<file path="src/rtl/fifo_flag_gen.sv">
// Write-side occupancy tracker and registered AE/AF/EMPTY/FULL/overflow flag generator for the sample FIFO.
// Optional macro FLAG_HYST_EN adds HYST words of hysteresis to the AE/AF flags.
module fifo_flag_gen #(
  parameter int DEPTH       = 512,
  parameter int CNT_W       = 10,
  parameter int AE_THR      = 16,
  parameter int AF_THR      = 496,
  parameter int STOP_ON_OVF = 1,
  parameter int HYST        = 4
) (
  input  logic             CLK,
  input  logic             Reset,
  input  logic             enable,
  input  logic             wr_req,
  input  logic             rd_strobe,
  input  logic             clr_ovf,
  output logic             WEN,
  output logic             AE,
  output logic             AF,
  output logic             EMPTY,
  output logic             FULL,
  output logic             ovf,
  output logic [CNT_W-1:0] level
);

`ifdef FLAG_HYST_EN
  localparam int HYST_EFF = HYST;
`else
  localparam int HYST_EFF = 0;
`endif

  localparam logic [CNT_W-1:0] DEPTH_L = CNT_W'(DEPTH);
  localparam logic [CNT_W-1:0] AE_LO_L = CNT_W'(AE_THR);
  localparam logic [CNT_W-1:0] AE_HI_L = CNT_W'(AE_THR + HYST_EFF);
  localparam logic [CNT_W-1:0] AF_HI_L = CNT_W'(AF_THR);
  localparam logic [CNT_W-1:0] AF_LO_L = CNT_W'(AF_THR - HYST_EFF);
  localparam logic [CNT_W-1:0] ONE_L   = CNT_W'(1);

  typedef enum logic [1:0] {
    S_IDLE = 2'b00,
    S_RUN  = 2'b01,
    S_HALT = 2'b10
  } state_t;

  state_t           state_q, state_d;
  logic [CNT_W-1:0] level_q, level_d;
  logic             wen_q, wen_d;
  logic             ae_q, ae_d;
  logic             af_q, af_d;
  logic             empty_q, empty_d;
  logic             full_q, full_d;
  logic             ovf_q, ovf_d;

  logic run_s, rd_acc_s, wr_acc_s, drop_s;

  // Accept/drop decisions; enable low in RUN blocks the write without counting a drop.
  always_comb begin
    run_s    = (state_q == S_RUN) && enable;
    rd_acc_s = rd_strobe && (level_q != '0);
    wr_acc_s = run_s && wr_req && ((level_q != DEPTH_L) || rd_acc_s);
    drop_s   = run_s && wr_req && !wr_acc_s;
  end

  // Next-state, next-level and flag computation; all flags derive from level_d.
  always_comb begin
    state_d = state_q;
    level_d = level_q;
    wen_d   = wr_acc_s;
    ovf_d   = ovf_q;

    case (state_q)
      S_IDLE: begin
        if (enable) state_d = S_RUN;
        else        state_d = S_IDLE;
      end
      S_RUN: begin
        if (!enable)                              state_d = S_IDLE;
        else if (drop_s && (STOP_ON_OVF != 0))    state_d = S_HALT;
        else                                      state_d = S_RUN;
      end
      S_HALT: begin
        if (!enable) state_d = S_IDLE;
        else         state_d = S_HALT;
      end
      default: state_d = S_IDLE;
    endcase

    if (wr_acc_s && !rd_acc_s)      level_d = level_q + ONE_L;
    else if (rd_acc_s && !wr_acc_s) level_d = level_q - ONE_L;
    else                            level_d = level_q;

    // A drop wins over a simultaneous clear so no overflow event is lost.
    if (drop_s)       ovf_d = 1'b1;
    else if (clr_ovf) ovf_d = 1'b0;
    else              ovf_d = ovf_q;

    // With HYST_EFF == 0 both band edges coincide and these reduce to plain compares.
    if (ae_q) ae_d = (level_d <= AE_HI_L);
    else      ae_d = (level_d <= AE_LO_L);
    if (af_q) af_d = (level_d >= AF_LO_L);
    else      af_d = (level_d >= AF_HI_L);

    empty_d = (level_d == '0);
    full_d  = (level_d == DEPTH_L);
  end

  // State and output registers with synchronous active-low reset.
  always_ff @(posedge CLK) begin
    if (!Reset) begin
      state_q <= S_IDLE;
      level_q <= '0;
      wen_q   <= 1'b0;
      ae_q    <= 1'b1;
      af_q    <= 1'b0;
      empty_q <= 1'b1;
      full_q  <= 1'b0;
      ovf_q   <= 1'b0;
    end else begin
      state_q <= state_d;
      level_q <= level_d;
      wen_q   <= wen_d;
      ae_q    <= ae_d;
      af_q    <= af_d;
      empty_q <= empty_d;
      full_q  <= full_d;
      ovf_q   <= ovf_d;
    end
  end

  assign WEN   = wen_q;
  assign AE    = ae_q;
  assign AF    = af_q;
  assign EMPTY = empty_q;
  assign FULL  = full_q;
  assign ovf   = ovf_q;
  assign level = level_q;

endmodule

</file>
<file path="config.mk">
export PLATFORM = sky130hd
export DESIGN_NAME = fifo_flag_gen
export DESIGN_NICKNAME = d
export VERILOG_FILES = /design/src/rtl/fifo_flag_gen.sv
export SDC_FILE = /design/constraint.sdc
export NUM_CORES = 1
export LEC_CHECK = 0
export BUFFER_PORTS_ARGS = -buffer_cell sky130_fd_sc_hd__buf_4
export CORE_MARGIN = 2
export CORE_UTILIZATION = 43
export CTS_BUF_LIST = sky130_fd_sc_hd__clkbuf_8 sky130_fd_sc_hd__clkbuf_16
export CTS_CLUSTER_DIAMETER = 80
export DETAILED_ROUTE_END_ITERATION = 7
export SLEW_MARGIN = 30
export SYNTH_ARGS = -nofsm -noshare
export SYNTH_HDL_FRONTEND = slang
export SYNTH_SLANG_ARGS = --single-unit
export TNS_END_PERCENT = 30
</file>
<file path="constraint.sdc">
create_clock -name CLK -period 2.7 [get_ports CLK]
set_input_delay 0.54 -clock CLK [delete_from_list [all_inputs] [get_ports CLK]]
set_output_delay 0.54 -clock CLK [all_outputs]
set_load 0.05 [all_outputs]
</file>
==> results.json <==
{
  "hold_end": "state_q[0]",
  "worstSetupStartpointType": "flip-flop",
  "hold_class": "reg2reg",
  "layout_commonest_cell": "buf_4",
  "p_per_area_nw_per_um2": 1448,
  "numCtsBuffers": 3,
  "outcome": "finished, final reports clean",
  "maxCapViolCount": 0,
  "fin_ws_ns": 0.2294,
  "post_cts_buffers": 0,
  "ir_drop_v": 0.0007533,
  "dp_hpwl_um": 2155,
  "synth_area_per_cell_sq_um": 9.054,
  "skew_ns": 0.002647,
  "io_pins": 22,
  "grt_pass1_wl_um": 4754,
  "final_cell_area_sq_um": 1408,
  "placed_cell_area_sq_um": 1350,
  "yosys.area_share.simple": 0.3597,
  "gp_congestion": 0.8857,
  "area_growth_syn_to_layout_pct": 18.67,
  "period_share": 0.9151,
  "synth_warnings": 0,
  "post-place-ws_ns": 0.1665,
  "synth-seq-area-share": 0.3038,
  "grt_max_degree": 13,
  "critical_path_class": "reg2reg",
  "synth_edf_count": 0,
  "grt_remaining_overflow": 0,
  "ys_seq_elements": 18,
  "ctsHoldBuffers": 0,
  "clock_latency_ns": 0.25,
  "synthXorXnorAreaFrac": 0.02215,
  "ant_nets": 0,
  "r2r_end": "FULL",
  "synthMuxAreaShare": 0.008439,
  "drive_above_1_share": 0.2961,
  "grt_pass1_vias": 1004,
  "netlist_instances": 131,
  "slew_headroom": 0.6942,
  "vias": 1098,
  "grt.total_usage": 0.1864,
  "portBuffers": 21,
  "worstReg2RegStart": "level[1]",
  "synth-compound-area-share": 0.2162,
  "finalSetupViolCount": 0,
  "worst_pin_slew_ns": 0.4567,
  "cts_tree": "done",
  "core_sq_um": 2686,
  "hp-start": "state_q[1]",
  "tns_ns": 0,
  "synth_area_sq_um": 1186,
  "synth-main-ff-cell": "dfxtp_1",
  "syn-num-nets": 139,
  "holdPathStages": 1,
  "synth_fa_ha_area_frac": 0.02110,
  "cts_sinks": 18,
  "chipWidth_um": 56.52,
  "layout_common_cells": "23 x buf_4, 18 x dfxtp_1, 13 x nor2_1",
  "first_iter_violations": 34,
  "synth_cell_type_count": 52,
  "drt_wl_total_um": 2770,
  "fmax_mhz": 404.8,
  "cts.clk_slew.worst_paths_ns": 0.07,
  "cts_root_buf": "clkbuf_8",
  "wire_per_inst_um": 15.14,
  "num_rows": 19,
  "rsz0062_at_grt": "false",
  "hold-worst-slack_ns": 0.4982,
  "critPathCaptureType": "flip-flop",
  "required_ns": 2.86,
  "htreeDepth": 1,
  "antenna_cells_inserted": 0,
  "viasPerCell": 6.000,
  "slew_violations": 0,
  "async_reset_ff_frac": 0,
  "synth_top_family_by_area": "simple AND/OR/NAND/NOR gates",
  "leakage_nw": 0.5793,
  "drc": 0,
  "die_area_sq_um": 3195,
  "final-seq-area_sq_um": 360.3,
  "rrSetupSlack_ns": 0.23,
  "antenna_found_initial": 0,
  "drtPass1Iterations": 4,
  "hold_viol": 0,
  "cp_max_fo": 7,
  "nets": 161,
  "finalPower_mw": 2.038,
  "rr_worst_depth": 8,
  "arrival_ns": 2.63,
  "start_util": 0.4415,
  "cts.path.max_buffers": 2,
  "multi_input_area_sq_um": 747.0,
  "fill_cells": 256,
  "die_h_um": 56.52,
  "min_period_ns": 2.471
}
## sequential cells by signal, summed over array words and instances, names as in the netlist
name and count:
EMPTY 1, ovf 1, WEN 1, level 10, AF 1, FULL 1, state_q 2, AE 1
## per-layer routing
metal	wire length (um)	GRT usage
met5	0	0
met4	44	0.05782
met3	95	0.04147
met2	1286	0.2774
met1	1344	0.2668
## cells by family (layout without fill, tap and decap cells)
family                   count (synthesis)  in the layout
buffers and inverters                   15             36
multiplexers                             1              1
adder cells (fa/ha/maj)                  2              2
flip-flops                              18             18
XOR/XNOR                                 3              3
AND/OR/NAND/NOR                         61             61
AO/OA/AOI/OAI                           31             31
## worst max-delay path by stage
stage                         from     to  slack, ns  cells past startpoint
after floorplan           level[1]  EMPTY       0.28                      8
after global placement    level[1]   FULL       0.16                      8
after detailed placement  level[1]   FULL       0.17                      8
after CTS                 level[1]   FULL       0.13                      8
after global routing      level[1]   FULL       0.01                      8
final                     level[1]   FULL       0.23                      8
## synthesized netlist by cell type (2+ instances only)
cell,number,share of area
dfxtp_1,18,0.30
nor2_1,13,0.041
and3_1,8,0.042
inv_1,8,0.025
nand2_1,6,0.019
nor3_1,5,0.021
a22oi_1,4,0.025
nand3_1,4,0.017
and2_1,3,0.016
buf_6,3,0.028
nand4b_1,3,0.022
nor4_1,3,0.016
a211o_2,2,0.017
a21o_1,2,0.013
a21oi_1,2,0.0084
a311oi_1,2,0.015
a32oi_1,2,0.015
buf_2,2,0.0084
ha_1,2,0.021
nand3_2,2,0.017
nand4_1,2,0.011
nor4_4,2,0.036
o211ai_1,2,0.013
o31ai_1,2,0.013
xor2_1,2,0.015
## final cells by class
class | count | area share
Sequential cell | 18 | 0.2560
Multi-Input combinational cell | 98 | 0.5307
Clock buffer | 4 | 0.03911
Inverter | 9 | 0.02400
Tap cell | 31 | 0.02756
Timing Repair Buffer | 23 | 0.1227
## power by group
part	total [mW]	internal (mW)	switching, mW
logic	1.30	0.489	0.814
registers	0.515	0.352	0.163
clock network	0.220	0.130	0.0905
total	2.04	0.970	1.07
## metrics by stage
step,std cells,utilization
6_report,183,0.5240
5_1_grt,183,0.5240
4_1_cts,183,0.5231
3_5_place_dp,179,0.5026
3_3_place_gp,179,0.5026
2_1_floorplan,131,-
## critical path, stage by stage, from the launching register on
cell     delay, ns
dfxtp_1       0.38
inv_1         0.12
ha_2          0.24
nor4b_4       0.42
nand3_2       0.19
a32oi_1       0.23
xor2_1        0.24
nand4_1       0.23
nor4b_2       0.32
## repair_timing
action,4_1_cts,5_1_grt
gates resized for setup,0,1
endpoints found under the hold margin,0,0
endpoints found under the setup margin,0,1
No activity file was read; power rests on OpenSTA's default activity.
